[config.mk]
export PLATFORM = sky130hd
export DESIGN_NAME = serial_subtractor_flat
export DESIGN_NICKNAME = d
export VERILOG_FILES = /design/src/rtl/serial_subtractor_if.sv /design/src/rtl/serial_subtractor.sv /design/src/flat_wrapper.sv
export SDC_FILE = /design/constraint.sdc
export NUM_CORES = 1
export LEC_CHECK = 0
export CAP_MARGIN = 20
export CORE_UTILIZATION = 55
export DETAILED_ROUTE_END_ITERATION = 8
export DONT_BUFFER_PORTS = 1
export GPL_TIMING_DRIVEN = 0
export PLACE_DENSITY = 0.7
export SLEW_MARGIN = 20
export SYNTH_ARGS = -nofsm -noshare
export SYNTH_HDL_FRONTEND = slang
export SYNTH_SLANG_ARGS = --single-unit
[constraint.sdc]
create_clock -name clk_i -period 2.2 [get_ports clk_i]
set_input_delay 0.11 -clock clk_i [delete_from_list [all_inputs] [get_ports clk_i]]
set_output_delay 0.11 -clock clk_i [all_outputs]
set_load 0.005 [all_outputs]
[src/rtl/serial_subtractor_if.sv]
// Request/response bundle for the bit-serial subtractor.
// The master drives requests and result-ready; the slave (the subtractor) drives the rest.
interface serial_subtractor_if #(
  parameter int unsigned WIDTH = 8
);
  logic             start_valid_i;
  logic             start_ready_o;
  logic [WIDTH-1:0] a_i;
  logic [WIDTH-1:0] b_i;
  logic             bin_i;
  logic             valid_o;
  logic             ready_i;
  logic [WIDTH-1:0] diff_o;
  logic             bout_o;
  logic             ovf_o;
  logic             busy_o;

  modport master (
    output start_valid_i, a_i, b_i, bin_i, ready_i,
    input  start_ready_o, valid_o, diff_o, bout_o, ovf_o, busy_o
  );

  modport slave (
    input  start_valid_i, a_i, b_i, bin_i, ready_i,
    output start_ready_o, valid_o, diff_o, bout_o, ovf_o, busy_o
  );
endinterface

[src/rtl/serial_subtractor.sv]
// Bit-serial subtractor: diff = a - b - bin, one bit per clock, LSB first.
// Operands are shifted right through a single full-subtractor cell; result bits
// enter the working register from the MSB end so the full word is aligned once
// the last bit has been processed.
module serial_subtractor #(
  parameter int unsigned WIDTH = 8
) (
  input logic                 clk_i,
  input logic                 reset_n_i,
  serial_subtractor_if.slave  bus
);

  localparam int unsigned CntW = (WIDTH > 1) ? $clog2(WIDTH) : 1;
  localparam logic [CntW-1:0] LastCnt = CntW'(WIDTH - 1);

  typedef enum logic [1:0] {
    StIdle,
    StBusy,
    StDone
  } state_e;

  state_e           state;
  logic [CntW-1:0]  count;
  logic [WIDTH-1:0] a_sh;
  logic [WIDTH-1:0] b_sh;
  logic [WIDTH-1:0] work;
  logic             brw;
  logic [WIDTH-1:0] diff;
  logic             bout;
  logic             ovf;
  logic             start_ready;
  logic             valid;
  logic             busy;

  logic a_bit;
  logic b_bit;
  logic d_bit;
  logic brw_next;

  // Full-subtractor cell on the current bit position.
  assign a_bit    = a_sh[0];
  assign b_bit    = b_sh[0];
  assign d_bit    = a_bit ^ b_bit ^ brw;
  assign brw_next = (~a_bit & b_bit) | (~(a_bit ^ b_bit) & brw);

  // FSM with datapath; status flags are registered alongside the state.
  always_ff @(posedge clk_i or negedge reset_n_i) begin
    if (!reset_n_i) begin
      state       <= StIdle;
      count       <= '0;
      a_sh        <= '0;
      b_sh        <= '0;
      work        <= '0;
      brw         <= 1'b0;
      diff        <= '0;
      bout        <= 1'b0;
      ovf         <= 1'b0;
      start_ready <= 1'b1;
      valid       <= 1'b0;
      busy        <= 1'b0;
    end else begin
      case (state)
        StIdle: begin
          if (bus.start_valid_i) begin
            a_sh        <= bus.a_i;
            b_sh        <= bus.b_i;
            brw         <= bus.bin_i;
            count       <= '0;
            state       <= StBusy;
            start_ready <= 1'b0;
            busy        <= 1'b1;
          end
        end
        StBusy: begin
          a_sh <= a_sh >> 1;
          b_sh <= b_sh >> 1;
          work <= {d_bit, work[WIDTH-1:1]};
          brw  <= brw_next;
          if (count == LastCnt) begin
            // On the last bit a_bit/b_bit/d_bit are the sign bits of a, b and diff.
            diff  <= {d_bit, work[WIDTH-1:1]};
            bout  <= brw_next;
            ovf   <= (a_bit ^ b_bit) & (d_bit ^ a_bit);
            state <= StDone;
            busy  <= 1'b0;
            valid <= 1'b1;
          end else begin
            count <= count + 1'b1;
          end
        end
        StDone: begin
          if (bus.ready_i) begin
            state       <= StIdle;
            valid       <= 1'b0;
            start_ready <= 1'b1;
          end
        end
        default: begin
          state       <= StIdle;
          valid       <= 1'b0;
          busy        <= 1'b0;
          start_ready <= 1'b1;
        end
      endcase
    end
  end

  assign bus.start_ready_o = start_ready;
  assign bus.valid_o       = valid;
  assign bus.busy_o        = busy;
  assign bus.diff_o        = diff;
  assign bus.bout_o        = bout;
  assign bus.ovf_o         = ovf;

endmodule

[src/flat_wrapper.sv]
// flat-port wrapper written by rule: the top's interface ports become plain ports
module serial_subtractor_flat 
#(
  parameter int unsigned WIDTH = 8
)
  (clk_i, reset_n_i, bus_start_valid_i, bus_a_i, bus_b_i, bus_bin_i, bus_ready_i, bus_start_ready_o, bus_valid_o, bus_diff_o, bus_bout_o, bus_ovf_o, bus_busy_o);
  serial_subtractor_if #(.WIDTH(WIDTH)) bus_i ();
  input logic clk_i;
  input logic reset_n_i;
  input wire logic [$bits(bus_i.start_valid_i)-1:0] bus_start_valid_i;
  input wire logic [$bits(bus_i.a_i)-1:0] bus_a_i;
  input wire logic [$bits(bus_i.b_i)-1:0] bus_b_i;
  input wire logic [$bits(bus_i.bin_i)-1:0] bus_bin_i;
  input wire logic [$bits(bus_i.ready_i)-1:0] bus_ready_i;
  output wire logic [$bits(bus_i.start_ready_o)-1:0] bus_start_ready_o;
  output wire logic [$bits(bus_i.valid_o)-1:0] bus_valid_o;
  output wire logic [$bits(bus_i.diff_o)-1:0] bus_diff_o;
  output wire logic [$bits(bus_i.bout_o)-1:0] bus_bout_o;
  output wire logic [$bits(bus_i.ovf_o)-1:0] bus_ovf_o;
  output wire logic [$bits(bus_i.busy_o)-1:0] bus_busy_o;
  assign bus_i.start_valid_i = bus_start_valid_i;
  assign bus_i.a_i = bus_a_i;
  assign bus_i.b_i = bus_b_i;
  assign bus_i.bin_i = bus_bin_i;
  assign bus_i.ready_i = bus_ready_i;
  assign bus_start_ready_o = bus_i.start_ready_o;
  assign bus_valid_o = bus_i.valid_o;
  assign bus_diff_o = bus_i.diff_o;
  assign bus_bout_o = bus_i.bout_o;
  assign bus_ovf_o = bus_i.ovf_o;
  assign bus_busy_o = bus_i.busy_o;
  serial_subtractor #(.WIDTH(WIDTH)) u_core (.clk_i(clk_i), .reset_n_i(reset_n_i), .bus(bus_i));
endmodule
==> impl_metrics.yaml <==
worst_setup_path:
  reg2regPathDepth: 6
  start_kind: "flip-flop"
  arrival_ps: 1970
  path_class: "flip-flop to flip-flop"
  cp.required_ps: 2450
  crit_fanout: 10
  r2r_end: "u_core.bus.diff_o[2]$_DFFE_PN0P_"
  worstSetupEndpoint: "u_core.bus.diff_o[2]$_DFFE_PN0P_"
  reg2reg_slack_ps: 480
  crit_path_end_kind: "flip-flop"
  rr_startpoint: "u_core.count[0]$_DFFE_PN0P_"
  critPathLaunch: "u_core.count[0]$_DFFE_PN0P_"
timing:
  finalCriticalPeriod_ps: 1720
  setup_violations: 0
  skew_ps: 6.89
  worst_pin_slew_ps: 238
  drv_slew: 0
  rsz0062_at_grt: "no"
  clock.fmax_mhz: 583
  final_hold_viol_count: 0
  timing.setup.tns_ps: 0
  fin_crit_sh_pct: 78.0
  relSlewSlack_pct: 84.2
clocking:
  clkTransAtPathRegs_ps: 120
  cts_setup_buffers: 0
  cts_root_buffer: "clkbuf_4"
  numCtsBuffers: 5
  cts_tree: "built"
  clockBufferDepth: 2
  ctsResizeCount: 0
  clk_latency_ps: 350
  h-tree-depth: 2
  cts_sinks: 42
  cts-hold-fix-buffers: 19
logic_synthesis:
  yosysTopAreaCellShare_pct: 53.2
  yosysSeqAreaShare_pct: 54.6
  avgSynthCellArea_um2: 12.4
  ys_seq_elements: 42
  synth_nets: 180
  synth_warnings: 0
  synth_area_leaders: "dfrtp_1 (53%), mux2_4 (8.6%), o22ai_1 (7.5%)"
  syn_inst: 155
  yosys.area.top_type: "dfrtp_1"
  synth.distinct_cells: 33
  syn_area_um2: 1930
route:
  ant_nets: 0
  post_drt_wl_per_cell_um: 16.6
  vias: 1352
  viasPerCell: 5.90
  drt_iter0_markers: 64
  wirelength_mm: 3.81
  drcViolationCount: 0
  drtPass1Iterations: 4
die:
  die_y_um: 61.2
  core_um2: 3340
  rows: 21
  dieArea_um2: 3750
  die_w_um: 61.2
  start_util_pct: 57.8
  io_pins: 34
hold_path:
  hold_class: "primary input to flip-flop"
power_and_ir_drop:
  power_density_nw_per_um2: 1350
  ir_drop_mv: 0.618
  power_mw: 3.08
  leakage_nw: 1.02
grt:
  grt_pass1_vias: 1285
  grt_start_max_net_pins: 43
  grt-ovfl-total: 0
  antenna_found_initial: 0
  grt_pass1_wl_mm: 6.09
  grt_usage_pct: 23.2
cells_and_area:
  drive_gt1_share_pct: 23.0
  nets: 207
  n_antenna_cell: 0
  areaGrowthSynthToFinish_pct: 17.9
run:
  drv_cap: 0
placed_design:
  port_buffers: 0
  dp_hpwl_mm: 2.55
  place_congestion: 0.735
status:
  status: "finished clean"
-- worst min-delay path by stage --
stage / depth (start not counted) / start / to
6_report: 3 / bus_start_valid_i / u_core.b_sh[7]$_DFFE_PN0P_
5_1_grt: 3 / bus_start_valid_i / u_core.b_sh[7]$_DFFE_PN0P_
4_1_cts: 2 / bus_a_i[6] / u_core.a_sh[6]$_DFFE_PN0P_
3_5_place_dp: 0 / reset_n_i / u_core.bus.diff_o[1]$_DFFE_PN0P_
3_3_place_gp: 0 / reset_n_i / u_core.a_sh[3]$_DFFE_PN0P_
2_1_floorplan: 0 / reset_n_i / u_core.a_sh[0]$_DFFE_PN0P_
-- registers in the layout, summed over array words and instances (netlist names) --
| signal | flops |
|---|---|
| u_core.b_sh | 8 |
| u_core.bus.ovf_o | 1 |
| u_core.brw | 1 |
| u_core.bus.diff_o | 8 |
| u_core.count | 3 |
| u_core.bus.bout_o | 1 |
| u_core.a_sh | 8 |
| u_core.state | 2 |
| u_core.bus.start_ready_o | 1 |
| u_core.bus.valid_o | 1 |
| u_core.bus.busy_o | 1 |
| u_core.work | 7 |
-- Yosys cell counts (all sizes together) --
cell type   n
o21ai       9
dfstp       1
nand2       9
or2         1
dfrtp      41
nand3b      1
a2bb2oi     5
o2bb2ai     3
ha          3
o22ai      23
xor2        1
nor2b       1
nand2b      4
o221a       1
mux2       14
inv         3
o31ai       2
a22oi       2
nor3        1
a21oi      13
nor2        5
fa          1
or4b        1
buf        10
-- cell families after synthesis --
group	Yosys count	synth area share, %
AO/OA/AOI/OAI	58	19.2
XOR/XNOR	1	0.454
adder cells (fa/ha/maj)	4	2.99
buffers and inverters	13	5.06
flip-flops	42	54.6
multiplexers	14	10.3
AND/OR/NAND/NOR	23	7.40
-- per-layer routing --
layer  track usage (%)  routed length (µm)  up-vias
met3              6.93                 163        6
li1                  -                   -      627
met5                 0                   0        -
met4              9.42                  56        0
met1              30.1                1680      690
met2              36.6                1910       29
-- cell type report --
class                   instances  area, µm²
plain buffers                  10       86.3
clock inverters                 3       40.0
inverters                       3       11.3
fillers                       250       1060
repair buffers                 20        210
clock buffers                   5       37.5
multi-input cells             100        778
flip-flops and latches         42       1050
well taps                      46       57.6
-- metrics by stage --
step / instance area, µm² / setup WS (ps) / instances / hold WS (ps) / utilization (%)
global route: 2270 / 428 / 229 / 20.5 / 68.1
detailed placement: 1990 / 498 / 201 / -184 / 59.5
CTS: 2260 / 471 / 228 / 2.31 / 67.8
floorplan: 1930 / 648 / 155 / -186 / -
global placement: 1990 / 544 / 201 / -185 / 59.5
finish: 2270 / 483 / 229 / 21.0 / 68.1
-- worst max-delay path: stages, from the launching register on --
cell and delay, ps:
dfrtp_1 440, ha_1 220, ha_1 180, buf_4 160, nand3b_4 120, buf_6 180
mux2_4 310
-- cell usage in the layout, fill, tap and decap left out, drive strengths merged, types with 2 or more instances in the layout --
master,netlist,layout
a21oi,13,13
a22oi,2,2
a2bb2oi,5,5
buf,10,11
clkbuf,0,5
clkinv,0,2
dfrtp,41,41
dlygate4sd3,0,19
ha,3,3
inv,3,3
mux2,14,14
nand2,9,9
nand2b,4,4
nor2,5,5
o21ai,9,9
o22ai,23,23
o2bb2ai,3,3
o31ai,2,2
-- power by group --
part	switching (mW)	internal [mW]	total [mW]
Clock	0.247	0.235	0.482
Sequential	0.287	1.13	1.41
Combinational	0.523	0.661	1.18
No activity file was read; power rests on OpenSTA's default activity.
